### config.mk
export PLATFORM = sky130hd
export DESIGN_NAME = uart_alici
export DESIGN_NICKNAME = d
export VERILOG_FILES = /design/src/rtl/uart_alici.sv
export SDC_FILE = /design/constraint.sdc
export NUM_CORES = 1
export LEC_CHECK = 0
export CAP_MARGIN = 20
export CORE_MARGIN = 8
export CORE_UTILIZATION = 40
export DETAILED_ROUTE_END_ITERATION = 10
export SLEW_MARGIN = 20
export SYNTH_ARGS = -nofsm -noshare
export SYNTH_HDL_FRONTEND = slang
export SYNTH_SLANG_ARGS = --single-unit
export TNS_END_PERCENT = 5
### constraint.sdc
create_clock -name clk_i -period 5.4 [get_ports clk_i]
set_clock_uncertainty 0.2 [all_clocks]
set_input_delay 1.08 -clock clk_i [delete_from_list [all_inputs] [get_ports clk_i]]
set_output_delay 1.08 -clock clk_i [all_outputs]
set_load 0.02 [all_outputs]
### src/rtl/uart_alici.sv
// 8N1 UART receiver with mid-bit sampling and a receive FIFO drained by a
// valid/consume handshake. Framing errors and overruns are one-cycle pulses.
module uart_alici #(
    parameter int FIFO_DERINLIK = 8
) (
    input  logic                           clk_i,
    input  logic                           rst_i,
    input  logic                           rx_en_i,
    input  logic                           rx_i,
    input  logic [15:0]                    baud_div_i,
    output logic [7:0]                     veri_o,
    output logic                           veri_gecerli_o,
    input  logic                           tuket_i,
    output logic [$clog2(FIFO_DERINLIK):0] doluluk_o,
    output logic                           cerceve_hata_o,
    output logic                           tasma_o
);

    localparam int AW = $clog2(FIFO_DERINLIK);
    localparam logic [AW:0] DERINLIK_W = (AW+1)'(FIFO_DERINLIK);

    typedef enum logic [1:0] {
        BOSTA = 2'd0,
        BASLA = 2'd1,
        VERI  = 2'd2,
        DUR   = 2'd3
    } durum_t;

    durum_t      durum_q;
    logic        rx_m_q;
    logic        rx_s_q;
    logic [15:0] sayac_q;
    logic [2:0]  bit_idx_q;
    logic [7:0]  kaydirma_q;
    logic        cerceve_hata_q;
    logic        tasma_q;

    logic [7:0]  mem_q [FIFO_DERINLIK];
    logic [AW:0] rd_q;
    logic [AW:0] wr_q;
    logic [AW:0] rd_d;
    logic [AW:0] wr_d;
    logic [7:0]  veri_q;
    logic [7:0]  veri_d;
    logic        gecerli_q;
    logic [AW:0] doluluk_q;

    logic [15:0] period_s;
    logic        bitti_s;
    logic        push_req_s;
    logic        stop_hata_s;
    logic        bos_s;
    logic        dolu_s;
    logic        pop_s;
    logic        push_ok_s;

    // Two-flop synchronizer; both stages reset to the idle line level
    always_ff @(posedge clk_i) begin
        if (rst_i) begin
            rx_m_q <= 1'b1;
            rx_s_q <= 1'b1;
        end else begin
            rx_m_q <= rx_i;
            rx_s_q <= rx_m_q;
        end
    end

    // Bit timing, stop-bit decisions and FIFO handshake terms
    always_comb begin
        period_s    = (durum_q == BASLA) ? {1'b0, baud_div_i[15:1]} : baud_div_i;
        bitti_s     = (sayac_q == (period_s - 16'd1));
        push_req_s  = rx_en_i && (durum_q == DUR) && bitti_s && rx_s_q;
        stop_hata_s = rx_en_i && (durum_q == DUR) && bitti_s && !rx_s_q;
        bos_s       = (wr_q == rd_q);
        dolu_s      = ((wr_q - rd_q) == DERINLIK_W);
        pop_s       = tuket_i && !bos_s;
        // A pop in the same cycle frees the slot, so a full FIFO can still accept
        push_ok_s   = push_req_s && (!dolu_s || pop_s);
        rd_d        = rd_q + {{AW{1'b0}}, pop_s};
        wr_d        = wr_q + {{AW{1'b0}}, push_ok_s};
    end

    // Receive state machine with registered error pulses
    always_ff @(posedge clk_i) begin
        if (rst_i) begin
            durum_q        <= BOSTA;
            sayac_q        <= 16'd0;
            bit_idx_q      <= 3'd0;
            kaydirma_q     <= 8'h00;
            cerceve_hata_q <= 1'b0;
            tasma_q        <= 1'b0;
        end else begin
            cerceve_hata_q <= stop_hata_s;
            tasma_q        <= push_req_s && !push_ok_s;
            case (durum_q)
                BOSTA: begin
                    sayac_q   <= 16'd0;
                    bit_idx_q <= 3'd0;
                    if (rx_en_i && !rx_s_q) begin
                        durum_q <= BASLA;
                    end
                end
                BASLA: begin
                    if (!rx_en_i) begin
                        durum_q <= BOSTA;
                        sayac_q <= 16'd0;
                    end else if (bitti_s) begin
                        sayac_q <= 16'd0;
                        durum_q <= rx_s_q ? BOSTA : VERI;
                    end else begin
                        sayac_q <= sayac_q + 16'd1;
                    end
                end
                VERI: begin
                    if (!rx_en_i) begin
                        durum_q <= BOSTA;
                        sayac_q <= 16'd0;
                    end else if (bitti_s) begin
                        sayac_q               <= 16'd0;
                        kaydirma_q[bit_idx_q] <= rx_s_q;
                        bit_idx_q             <= bit_idx_q + 3'd1;
                        if (bit_idx_q == 3'd7) begin
                            durum_q <= DUR;
                        end
                    end else begin
                        sayac_q <= sayac_q + 16'd1;
                    end
                end
                DUR: begin
                    if (!rx_en_i || bitti_s) begin
                        durum_q <= BOSTA;
                        sayac_q <= 16'd0;
                    end else begin
                        sayac_q <= sayac_q + 16'd1;
                    end
                end
                default: begin
                    durum_q   <= BOSTA;
                    sayac_q   <= 16'd0;
                    bit_idx_q <= 3'd0;
                end
            endcase
        end
    end

    // Next FIFO head; a byte pushed into the head slot bypasses the array
    always_comb begin
        if (wr_d == rd_d) begin
            veri_d = 8'h00;
        end else if (push_ok_s && (rd_d[AW-1:0] == wr_q[AW-1:0])) begin
            veri_d = kaydirma_q;
        end else begin
            veri_d = mem_q[rd_d[AW-1:0]];
        end
    end

    // FIFO storage array
    always_ff @(posedge clk_i) begin
        if (push_ok_s) begin
            mem_q[wr_q[AW-1:0]] <= kaydirma_q;
        end
    end

    // FIFO pointers and registered bus-side outputs
    always_ff @(posedge clk_i) begin
        if (rst_i) begin
            rd_q      <= '0;
            wr_q      <= '0;
            veri_q    <= 8'h00;
            gecerli_q <= 1'b0;
            doluluk_q <= '0;
        end else begin
            rd_q      <= rd_d;
            wr_q      <= wr_d;
            veri_q    <= veri_d;
            gecerli_q <= (wr_d != rd_d);
            doluluk_q <= wr_d - rd_d;
        end
    end

    assign veri_o         = veri_q;
    assign veri_gecerli_o = gecerli_q;
    assign doluluk_o      = doluluk_q;
    assign cerceve_hata_o = cerceve_hata_q;
    assign tasma_o        = tasma_q;

endmodule

=== Yosys cells after proc, flatten, opt, wreduce, memory -nomap -nowiden ===
Memory sizes are Yosys's and may differ from the RTL's. A register that Yosys moved wholly into a read port is not among the register bits.
Cells that the tools add are included.

* Bits in latches: 0
* Logic and storage cells: 83
* Memories kept: 1
* Bits in writable memories: 64
* Output and inout port bits: 15
* Input bits: 21
* Bits in read-only memories: 0
* Bits in registers: 46

{| class="wikitable"
|+ Memories
! memory !! words !! width !! read ports !! clocked after Yosys merged registers in !! wr ports !! RTL line !! source
|-
| mem_q || 8 || 8 || 1 || 1 || 1 || 38 || <nowiki>logic [7:0] mem_q [FIFO_DERINLIK];</nowiki>
|}

* Bitwise logic cells: 0
* $mul: 0
* $lt $le $gt $ge: 2
* Reduce and logical (&&, ||, !) cells: 23
* Eq/ne operators: 16
* Divide/modulo/power cells: 0
* $add $sub $neg: 7
* Multiplexer cells: 22
* Shift operators: 0

{| class="wikitable"
|+ Operators with widths
! operator !! count
|-
| 16-bit two-way mux || 4
|-
| 16-bit case mux with 3 select lines || 1
|-
| 16-bit by 1-bit adder with 16-bit output (second input constant) || 1
|-
| 16-bit equality test || 1
|-
| 2-bit two-way mux || 8
|-
| 16-bit by 1-bit subtractor with 16-bit output (second input constant) || 1
|-
| 1-bit logical AND || 9
|-
| 3-bit != test (second input constant) || 3
|-
| 4-bit by 1-bit adder with 4-bit output || 2
|-
| 8-bit bitwise mux || 1
|-
| 4-bit equality test || 2
|-
| 2-bit case mux with 4 select lines || 1
|-
| 4-bit subtractor || 2
|-
| 3-bit two-way mux || 2
|-
| 2-bit != test (second input constant) || 3
|-
| 3-bit case mux with 2 select lines || 1
|-
| 3-bit AND reduction || 2
|-
| 1-bit logical NOT || 5
|-
| 5-bit AND reduction || 1
|-
| 2-bit equality test (second input constant) || 2
|-
| 4-bit equality test (second input constant) || 1
|-
| 3-bit by 4-bit less-than comparator with 1-bit output (second input constant) || 1
|-
| 4-bit != test || 1
|-
| 2-bit OR reduction || 2
|-
| other kinds (10) || 13
|}

=== Logic depth before layout (Yosys ltp) ===
Gate-level depths: netlist (run 1).

* Depth after elaboration: 10
* Depth in mapped cells: 25
* Depth with buffers taken out: 20

=== Worst setup path after synthesis (run 1) ===
No wires, ideal clock.

* Kind: reg-to-reg
* Start: reg durum_q[1]
* End: reg veri_q[6], in the netlist veri_o[6] (read register of mem_q)
* Slack: 0.167 ns
* Cell stages (with the launch flop): 25
* Clock period less this slack: 5.233 ns
* Data arrival time: 4.960 ns
* Data required time: 5.127 ns
* Buffers on the path: 6
* Library setup time: 0.073 ns
* Cell sequence: dfxtp_1 -> inv_1 -> ha_1 -> buf_6 -> buf_4 -> buf_2 -> buf_1 -> mux2i_1 -> ha_1 -> nor2b_1 -> o32ai_1 -> or4_1 -> o211ai_1 -> nor4_1 -> and4b_1 -> and3_1 -> and2_1 -> buf_4 -> ha_1 -> ha_1 -> ha_1 -> a41oi_1 -> clkbuf_1 -> o211ai_1 -> mux2i_1

* Cells in the longest elaborated chain, start to end: 10
* Elaborated cells on any way between the ends: 12
* Those cells by class: 2 x add/sub; 4 x eq/ne; 1 x mux; 5 x reduce/logical

{| class="wikitable"
|+ RTL lines
! element !! RTL line !! source
|-
| start: declaration || 29 || <nowiki>durum_t durum_q;</nowiki>
|-
| start signal: assignment || 109 || <nowiki>durum_q <= rx_s_q ? BOSTA : VERI;</nowiki>
|-
| 2-bit by 1-bit equality test with 1-bit output || 70 || <nowiki>period_s = (durum_q == BASLA) ? {1'b0, baud_div_i[15:1]} : baud_div_i;</nowiki>
|-
| 16-bit two-way mux || 70 ||
|-
| 16-bit by 1-bit subtractor with 16-bit output || 71 || <nowiki>bitti_s = (sayac_q == (period_s - 16'd1));</nowiki>
|-
| 16-bit equality test || 71 ||
|-
| 1-bit logical AND * (2 in a row) || 72 || <nowiki>push_req_s = rx_en_i && (durum_q == DUR) && bitti_s && rx_s_q;</nowiki>
|-
| 1-bit logical AND * || 78 || <nowiki>push_ok_s = push_req_s && (!dolu_s || pop_s);</nowiki>
|-
| 4-bit by 1-bit adder with 4-bit output * || 80 || <nowiki>wr_d = wr_q + {{AW{1'b0}}, push_ok_s};</nowiki>
|-
| via wr_d[1] || 42 || <nowiki>logic [AW:0] wr_d;</nowiki>
|-
| 4-bit equality test * || 148 || <nowiki>if (wr_d == rd_d) begin</nowiki>
|-
| 2-bit OR reduction (no source line) * || -- ||
|-
| end: declaration || 43 || <nowiki>logic [7:0] veri_q;</nowiki>
|}

Mark *: on every way through the listed nets, which the timed path passes. The rest lies on a longest branch.
A chain may end at the register's enable or synchronous reset.

=== Final worst setup path (run 1) ===
* Start: in baud_div_i[1]
* End: reg veri_q[0], in the netlist veri_o[0] (read register of mem_q)

* Cells in the longest elaborated chain, start to end: 9

{| class="wikitable"
|+ RTL lines
! element !! RTL line !! source
|-
| start: declaration || 10 || <nowiki>input logic [15:0] baud_div_i,</nowiki>
|-
| 16-bit two-way mux || 70 ||
|-
| 16-bit by 1-bit subtractor with 16-bit output || 71 ||
|-
| 16-bit equality test || 71 ||
|-
| 1-bit logical AND (2 in a row) || 72 ||
|-
| 1-bit logical AND || 78 ||
|-
| 4-bit by 1-bit adder with 4-bit output || 80 ||
|-
| via wr_d[2] || 42 ||
|-
| 4-bit equality test || 148 ||
|-
| 2-bit OR reduction (no source line) || -- ||
|}

The timed path passes the listed nets, and every way through them passes these cells.

==> results.rst, run 1 <==
.. list-table::
   :header-rows: 1

   * - Metric
     - Value
   * - CTS buffer count
     - 17
   * - Initial antenna violation count
     - 0
   * - Final slew viol count
     - 0
   * - Clock-pin slew of the registers on the worst-case setup and hold paths
     - 60 ps
   * - Critical-path top delay cell
     - clkdlybuf4s50_1
   * - Data arrival time of the worst path
     - 5070 ps
   * - Leakage power
     - 2.74 nW
   * - DRC violation count after routing
     - 0
   * - Kind of critical path
     - in2reg
   * - Count of input and output buffers
     - 35
   * - Vias post-DR
     - 4324
   * - Synthesized area per cell
     - 11.2 um^2
   * - Final-report hold violation count
     - 0
   * - Reg2reg start
     - durum_q[1]
   * - Width of the chip
     - 141 um
   * - Prevailing post-synth register cell
     - edfxtp_1
   * - Clock tree from TritonCTS
     - yes
   * - DRT Pass-1 Iters
     - 4
   * - Final estimated routing congestion in global placement
     - 0.879
   * - Final Setup Violations
     - 0
   * - Worst hold start
     - rx_m_q
   * - Commonest non-fill, non-tap cell in the layout
     - edfxtp_1
   * - Worst setup EP type
     - flip-flop
   * - Worst hold-check path type
     - reg2reg
   * - Sequential Area
     - 0.00300 mm^2
   * - Worst setup slack after placement
     - 30.6 ps
   * - Required time of the critical path
     - 5530 ps
   * - Total standard cell area after synthesis
     - 0.00626 mm^2
   * - Max stage delay on crit path
     - 490 ps
   * - Number of diodes
     - 0
   * - Total core area
     - 0.0153 mm^2
   * - Mean number of vias per cell
     - 5.21
   * - Layout Area Growth over Synthesis
     - 20.2%
   * - Maximum number of pins on one net before global-route repair
     - 32
   * - Number of cells produced by synthesis
     - 559
   * - Remaining global-route overflow
     - 0
   * - Count of routing violations after the opening detailed-route iteration
     - 229
   * - CTS max path bufs
     - 2
   * - Clock net sink count
     - 118
   * - Starting Density
     - 41.0%
   * - Overall die height
     - 141 um
   * - Period utilization
     - 91.4%
   * - Setup repair after global routing missed its margin
     - false
   * - Netlist cell types
     - 68
   * - Sort of element at the start of the critical path
     - input port
   * - Shortest clock period the worst path allows after layout
     - 4940 ps
   * - First-pass GRT wire length
     - 22700 um
   * - Maximum fanout encountered on the critical timing path
     - 17
   * - Critical path launch point
     - baud_div_i[1]
   * - Status
     - completed
   * - Die Footprint
     - 0.0199 mm^2
   * - Final setup slack of the worst path
     - 464 ps
   * - Worst path cell trace
     - clkdlybuf4s50_1 -> mux2i_2 -> ha_1 -> nor2b_1 -> o32ai_1 -> or4_1 -> o211ai_1 -> nor4_1 -> and4b_1 -> and3_1 -> and2_1 -> ha_1 -> ha_1 -> xor2_1 -> ha_1 -> a41oi_1 -> buf_4 -> o211ai_1 -> mux2i_1
   * - Commonest cells after routing, fill and taps aside
     - edfxtp_1, dfxtp_1, nor2_1
   * - Cell seen most often among critical-path stages
     - ha_1
   * - Count of warnings emitted by yosys
     - 0
   * - Number of max-capacitance violations reported
     - 0
   * - Hold buffers post-CTS
     - 0
   * - Net Count, Synth
     - 599
   * - Worst hold slack after final layout
     - 209 ps
   * - Total Neg Setup Slack
     - 0 ps
   * - Final-stage net count
     - 646
   * - Portion of the post-synthesis area used by sequential elements
     - 48.0%
   * - Remaining antenna violation count
     - 0
   * - Worst VDD drop
     - 0.000229 V
   * - Synth Register Bits
     - 118
   * - Count of pins on the block boundary
     - 36
   * - Achievable frequency
     - 0.203 GHz
   * - Number of flops mapped to enable cells by yosys
     - 64
   * - Number of global-route vias before repair
     - 4535
   * - Routed wire length
     - 13500 um
   * - Clock tree root buffer cell
     - clkbuf_16
   * - Count of filler cells inserted in the layout
     - 1364
   * - Multi-input gate area
     - 0.00303 mm^2
   * - Routed wire length per instance
     - 16.3 um
   * - Post-DP HPWL
     - 10100 um
   * - Worst-margin pin slew
     - 775 ps
   * - Slew HR
     - 47.9%
   * - Global routing usage summed across all routing layers
     - 14.4%
   * - Fraction of layout cells with a size suffix above 1
     - 16.2%
   * - Power density cells
     - 301 mW/mm^2
   * - Worst skew pair latency
     - 410 ps
   * - Post-synthesis async set-or-reset flop share
     - 0%
   * - Placement row count
     - 45
   * - Maximum level of the CTS H-tree
     - 4
[routing by layer]
| layer | up-vias | part of all wire (%) | wire length (um) | global-route usage, % |
|---|---|---|---|---|
| met3 | 20 | 2.9 | 390 | 3.61 |
| met1 | 2088 | 43 | 5890 | 16.0 |
| li1 | 2154 | - | - | - |
| met4 | 0 | 2.0 | 272 | 5.71 |
| met5 | - | 0 | 0 | 0 |
| met2 | 62 | 52 | 7000 | 25.8 |
[path summary, 6_finish.rpt]
| kind | slack, ps | to | cells past startpoint |
|---|---|---|---|
| worst max register to register | 780 | veri_o[0] | 19 |
| worst min register to register | 210 | rx_s_q | 1 |
| worst min-delay path | 210 | rx_s_q | 1 |
| worst max-delay path | 460 | veri_o[0] | 19 |
[area by class of cell]
type,count,share of cell area (%)
Inverter,16,0.798
Tap cell,211,3.51
Multi-Input combinational cell,388,40.2
Clock inverter,13,2.06
Sequential cell,118,39.9
Timing Repair Buffer,65,7.65
Clock buffer,19,5.88
[worst max-delay path: cells and delay by family]
kind                       cells  cell delay [ps]
and+or+nand+nor                6             1270
adders and majority gates      4              960
buffers and inverters          2              740
AOI/OAI and AO/OA              4              490
muxes                          2              360
xor gates and xnor gates       1              150
[power by group]
part | internal (mW) | switching, mW | total (mW)
clock network | 0.733 | 0.390 | 1.12
registers | 0.940 | 0.00241 | 0.942
logic | 0.0916 | 0.112 | 0.203
[kinds of logic (layout without fill, tap and decap cells)]
group,Yosys count,in the layout,share of synthesized area (%)
xor gates and xnor gates,50,50,6.99
and+or+nand+nor,209,209,19.2
AOI/OAI and AO/OA,64,64,7.45
buffers and inverters,53,113,3.92
DFF,118,118,48.0
muxes,46,46,10.6
adders and majority gates,19,19,3.92
[registers in the layout, indices dropped and copies added (netlist names)]
name / cells
wr_q: 4
doluluk_o: 4
bit_idx_q: 3
rd_q: 4
veri_gecerli_o: 1
durum_q: 2
rx_m_q: 1
mem_q: 64
veri_o: 8
kaydirma_q: 8
sayac_q: 16
cerceve_hata_o: 1
rx_s_q: 1
tasma_o: 1
[through the flow]
stage	total power, mW	cells	cell area (um^2)	utilization (%)
after floorplan	1.10	559	6260	-
after global placement	1.16	798	6920	45.3
after detailed placement	1.16	798	6920	45.3
after CTS	2.29	830	7520	49.3
after global routing	2.35	830	7530	49.3
final	2.27	830	7530	49.3
[what timing repair did]
action	CTS	global route
resized for setup	0	3
endpoints found under the setup margin	0	8
buffers inserted	0	0
[synth_stat cells, drive strengths merged (3+ instances only)]
cell / instances / share of area [%]
xnor2: 29 / 4.1
buf: 17 / 1.8
a31oi: 4 / 0.40
o211ai: 12 / 1.4
inv: 16 / 0.96
ha: 18 / 3.6
nor2b: 16 / 1.6
nand3: 23 / 1.9
and4b: 6 / 0.96
dfxtp: 54 / 17
nand2: 29 / 1.7
edfxtp: 64 / 31
nand2b: 17 / 1.7
nand4: 3 / 0.40
and3: 9 / 0.90
and4: 4 / 0.56
nand4b: 5 / 0.70
nor2: 42 / 2.6
a2111oi: 3 / 0.52
xor2: 21 / 2.9
nand3b: 3 / 0.36
and2: 7 / 0.70
o21ai: 10 / 0.80
or4: 3 / 0.42
nor3: 10 / 0.80
or2: 10 / 1.0
mux2i: 29 / 4.6
nor4: 11 / 1.3
mux4: 16 / 5.8
clkbuf: 20 / 1.2
a21oi: 10 / 0.80
No activity file was read; power rests on OpenSTA's default activity.
==> run 2, diff against run 1 <==
--- a/config.mk
+++ b/config.mk
@@ -5,6 +5,7 @@
 export SDC_FILE = /design/constraint.sdc
 export NUM_CORES = 1
 export LEC_CHECK = 0
+export ABC_AREA = 1
 export CAP_MARGIN = 20
 export CORE_MARGIN = 8
 export CORE_UTILIZATION = 40
==> run 2 against run 1 <==
  * Sequential share of layout area decreased by 0.13 points
  * Die area up 1.7%
  * Synthesized area up 2.0%
  * Clock power barely moved
  * Global-route usage is 1.0 points higher
  * Core utilization down 1.4 points
  * Synthesized cell count is 43% higher
  * Cell area grew 0.33%
  * Largest cell class is now registers
==> results.rst, run 2 <==
.. list-table::
   :header-rows: 1

   * - Metric
     - Value
   * - Power density cells
     - 319 mW/mm^2 (+5.9%)
   * - Data arrival time of the worst path
     - 4940 ps (-130 ps)
   * - Placement row count
     - 46 (+2.2%)
   * - Worst skew pair latency
     - 430 ps (+20 ps)
   * - Worst setup EP type
     - flip-flop
   * - Clock net sink count
     - 118 (unchanged)
   * - Portion of the post-synthesis area used by sequential elements
     - 47.0% (-0.92 points)
   * - Layout Area Growth over Synthesis
     - 18.3%
   * - Number of max-capacitance violations reported
     - 0 (unchanged)
   * - First-pass GRT wire length
     - 24700 um (+8.8%)
   * - Critical-path top delay cell
     - clkdlybuf4s50_1
   * - Post-DP HPWL
     - 10300 um (+1.4%)
   * - Starting Density
     - 40.5% (-0.55 points)
   * - Post-synthesis async set-or-reset flop share
     - 0% (unchanged)
   * - Routed wire length
     - 14400 um (+6.6%)
   * - Final-report hold violation count
     - 0 (unchanged)
   * - Net Count, Synth
     - 839 (+40%)
   * - Die Footprint
     - 0.0203 mm^2 (+1.7%)
   * - Maximum fanout encountered on the critical timing path
     - 9 (-8)
   * - Overall die height
     - 142 um (+0.86%)
   * - Count of input and output buffers
     - 35 (unchanged)
   * - Global routing usage summed across all routing layers
     - 15.4% (+1.0 points)
   * - CTS max path bufs
     - 2 (unchanged)
   * - DRC violation count after routing
     - 0 (unchanged)
   * - Count of routing violations after the opening detailed-route iteration
     - 400 (+75%)
   * - Post-cts repair resize count
     - 0 (unchanged)
   * - Status
     - completed
   * - Commonest non-fill, non-tap cell in the layout
     - nand2_1
   * - Fraction of layout cells with a size suffix above 1
     - 11.4% (-4.7 points)
   * - Worst-margin pin slew
     - 894 ps (+119 ps)
   * - Achievable frequency
     - 0.207 GHz (+2.3%)
   * - Final Setup Violations
     - 0 (unchanged)
   * - Mean number of vias per cell
     - 4.78 (-8.2%)
   * - Sort of element at the start of the critical path
     - input port
   * - Leakage power
     - 3.20 nW (+17%)
   * - Period utilization
     - 89.3% (-2.1 points)
   * - Dominant cells by area after synthesis
     - edfxtp_1, dfxtp_1, nand2_1
   * - Number of cells produced by synthesis
     - 799 (+43%)
   * - Final-stage net count
     - 886 (+37%)
   * - Netlist cell types
     - 44 (-35%)
   * - Worst hold-check path type
     - reg2reg
   * - Maximum number of pins on one net before global-route repair
     - 36 (+13%)
   * - Hold buffers post-CTS
     - 0 (unchanged)
   * - Setup Fix Bufs, Post-CTS
     - 0 (unchanged)
   * - Post-DP Area
     - 0.00698 mm^2 (+0.90%)
   * - Kind of critical path
     - in2reg
   * - Commonest cells after routing, fill and taps aside
     - nand2_1, nor2_1, inv_1
   * - Slew HR
     - 40.4% (-7.5 points)
   * - Number of global-route vias before repair
     - 5010 (+10%)
   * - Final estimated routing congestion in global placement
     - 0.864 (-1.7%)
   * - Ranking of synthesized cells by instance count
     - nand2_1, nor2_1, inv_1, edfxtp_1, dfxtp_1
   * - Clock-pin slew of the registers on the worst-case setup and hold paths
     - 60 ps (about the same)
   * - Worst hold slack after final layout
     - 213 ps (+3.84 ps)
   * - Vias post-DR
     - 5140 (+19%)
   * - Count of warnings emitted by yosys
     - 0 (unchanged)
   * - Final slew viol count
     - 0 (unchanged)
   * - Worst VDD drop
     - 0.000212 V (-7.4%)
   * - Number of diodes
     - 0 (unchanged)
   * - DRT Pass-1 Iters
     - 6 (+2)
   * - Number of flops mapped to enable cells by yosys
     - 64 (unchanged)
   * - Worst hold start
     - rx_m_q
   * - Clock tree from TritonCTS
     - yes
   * - Non-Filler Cell Area, Final
     - 0.00755 mm^2 (+0.33%)
   * - Count of pins on the block boundary
     - 36 (unchanged)
   * - Synthesized area per cell
     - 7.99 um^2 (-29%)
   * - Total core area
     - 0.0158 mm^2 (+3.4%)
   * - Library cell with the largest summed area after synthesis
     - edfxtp_1
   * - Initial antenna violation count
     - 0 (unchanged)
   * - Remaining global-route overflow
     - 0 (unchanged)
   * - Max stage delay on crit path
     - 470 ps (-20 ps)
   * - Clock tree root buffer cell
     - clkbuf_16
   * - Cell with the most instances after synthesis
     - nand2_1
   * - Setup repair after global routing missed its margin
     - false
   * - Total Neg Setup Slack
     - 0 ps (unchanged)
   * - Total power consumption of the routed design
     - 2.41 mW (+6.3%)
   * - CTS buffer count
     - 17 (unchanged)
   * - Required time of the critical path
     - 5520 ps (about the same)
   * - Reg2reg start
     - durum_q[1]
   * - Width of the chip
     - 142 um (+0.86%)
   * - Worst path cell trace
     - clkdlybuf4s50_1 -> inv_1 -> o21ai_1 -> inv_1 -> ha_1 -> xor2_1 -> nand3_1 -> nor2_1 -> nand2_1 -> nor2_1 -> nand3_1 -> nor3_2 -> nand3_1 -> inv_2 -> ha_1 -> ha_1 -> or2_2 -> nand2_1 -> ha_1 -> nand4_1 -> nand2_1 -> clkinv_1 -> nand2_1 -> nor2_1
   * - Shortest clock period the worst path allows after layout
     - 4820 ps (-112 ps)
   * - Critical path launch point
     - baud_div_i[1]
   * - Post-synth top area share
     - 30.1% (-0.59 points)
   * - Synth Register Bits
     - 118 (unchanged)
   * - Number of flip-flops under the largest register name
     - 64 (unchanged)
   * - Prevailing post-synth register cell
     - edfxtp_1
   * - Maximum level of the CTS H-tree
     - 4 (unchanged)
   * - Remaining antenna violation count
     - 0 (unchanged)
   * - Routed wire length per instance
     - 13.4 um (-18%)
   * - Total standard cell area after synthesis
     - 0.00638 mm^2 (+2.0%)
[run 2: worst paths after layout]
path / endpoint / depth (start not counted) / slack (ps)
setup / recovery: veri_o[4] / 24 / 580
hold / removal: rx_s_q / 1 / 210
setup reg to reg: veri_o[4] / 26 / 690
hold reg to reg: rx_s_q / 1 / 210
[run 2: cells by family (layout without fill, tap and decap cells)]
kind of cell,Yosys count,count (layout),synth area share (%)
AO/OA/AOI/OAI,82,82,7.41
XOR/XNOR,25,25,3.55
adder cells (fa/ha/maj),19,19,3.84
buffers and inverters,103,163,6.86
flip-flops,118,118,47.0
AND/OR/NAND/NOR,452,452,31.3
[run 2: critical path, delay by kind of cell]
kind                     cells  cell delay, ps
buffers and inverters        5            1000
XOR/XNOR                     1             160
adder cells (fa/ha/maj)      4             970
AO/OA/AOI/OAI                1             220
AND/OR/NAND/NOR             13            1490
[run 2: area by class of cell]
type                       instances  area [um^2]
fill                            1596         8220
sequential                       118         3000
multi-input combinational        578         2940
timing repair buffer              49          455
clock buffer                      17          425
inverter                          82          309
tap                              216          270
clock inverter                    15          145
[run 2: per-layer routing]
layer  up-vias  wire, um  GRT usage, %
met5         -         0             0
met4         0       219          5.93
met3        21       485          3.29
met2        88      6330          24.2
met1      2335      7410          20.4
li1       2696         -             -
[run 2: stage by stage]
stage	instances	util, %	setup slack (ps)
after floorplan	799	-	1160
after global placement	1043	44.3	279
after detailed placement	1043	44.3	160
after CTS	1075	47.9	572
after global routing	1075	47.9	150
final	1075	47.9	576
[run 2: report_power, final]
group / switching, mW / internal [mW]
clock: 0.445 / 0.643
sequential: 0.00517 / 0.942
combinational: 0.252 / 0.122
total: 0.703 / 1.71
==> run 3, diff against run 2 <==
==> constraint.sdc (replaced) <==
create_clock -name clk_i -period 5.4 [get_ports clk_i]
set_clock_uncertainty 0.2 [all_clocks]
set_input_delay 1.08 -clock clk_i [delete_from_list [all_inputs] [get_ports clk_i]]
set_output_delay 1.08 -clock clk_i [all_outputs]
set_load 0.01 [all_outputs]
==> results of run 3 <==
Same layout as run 2 (identical final DEF). Status: completed.
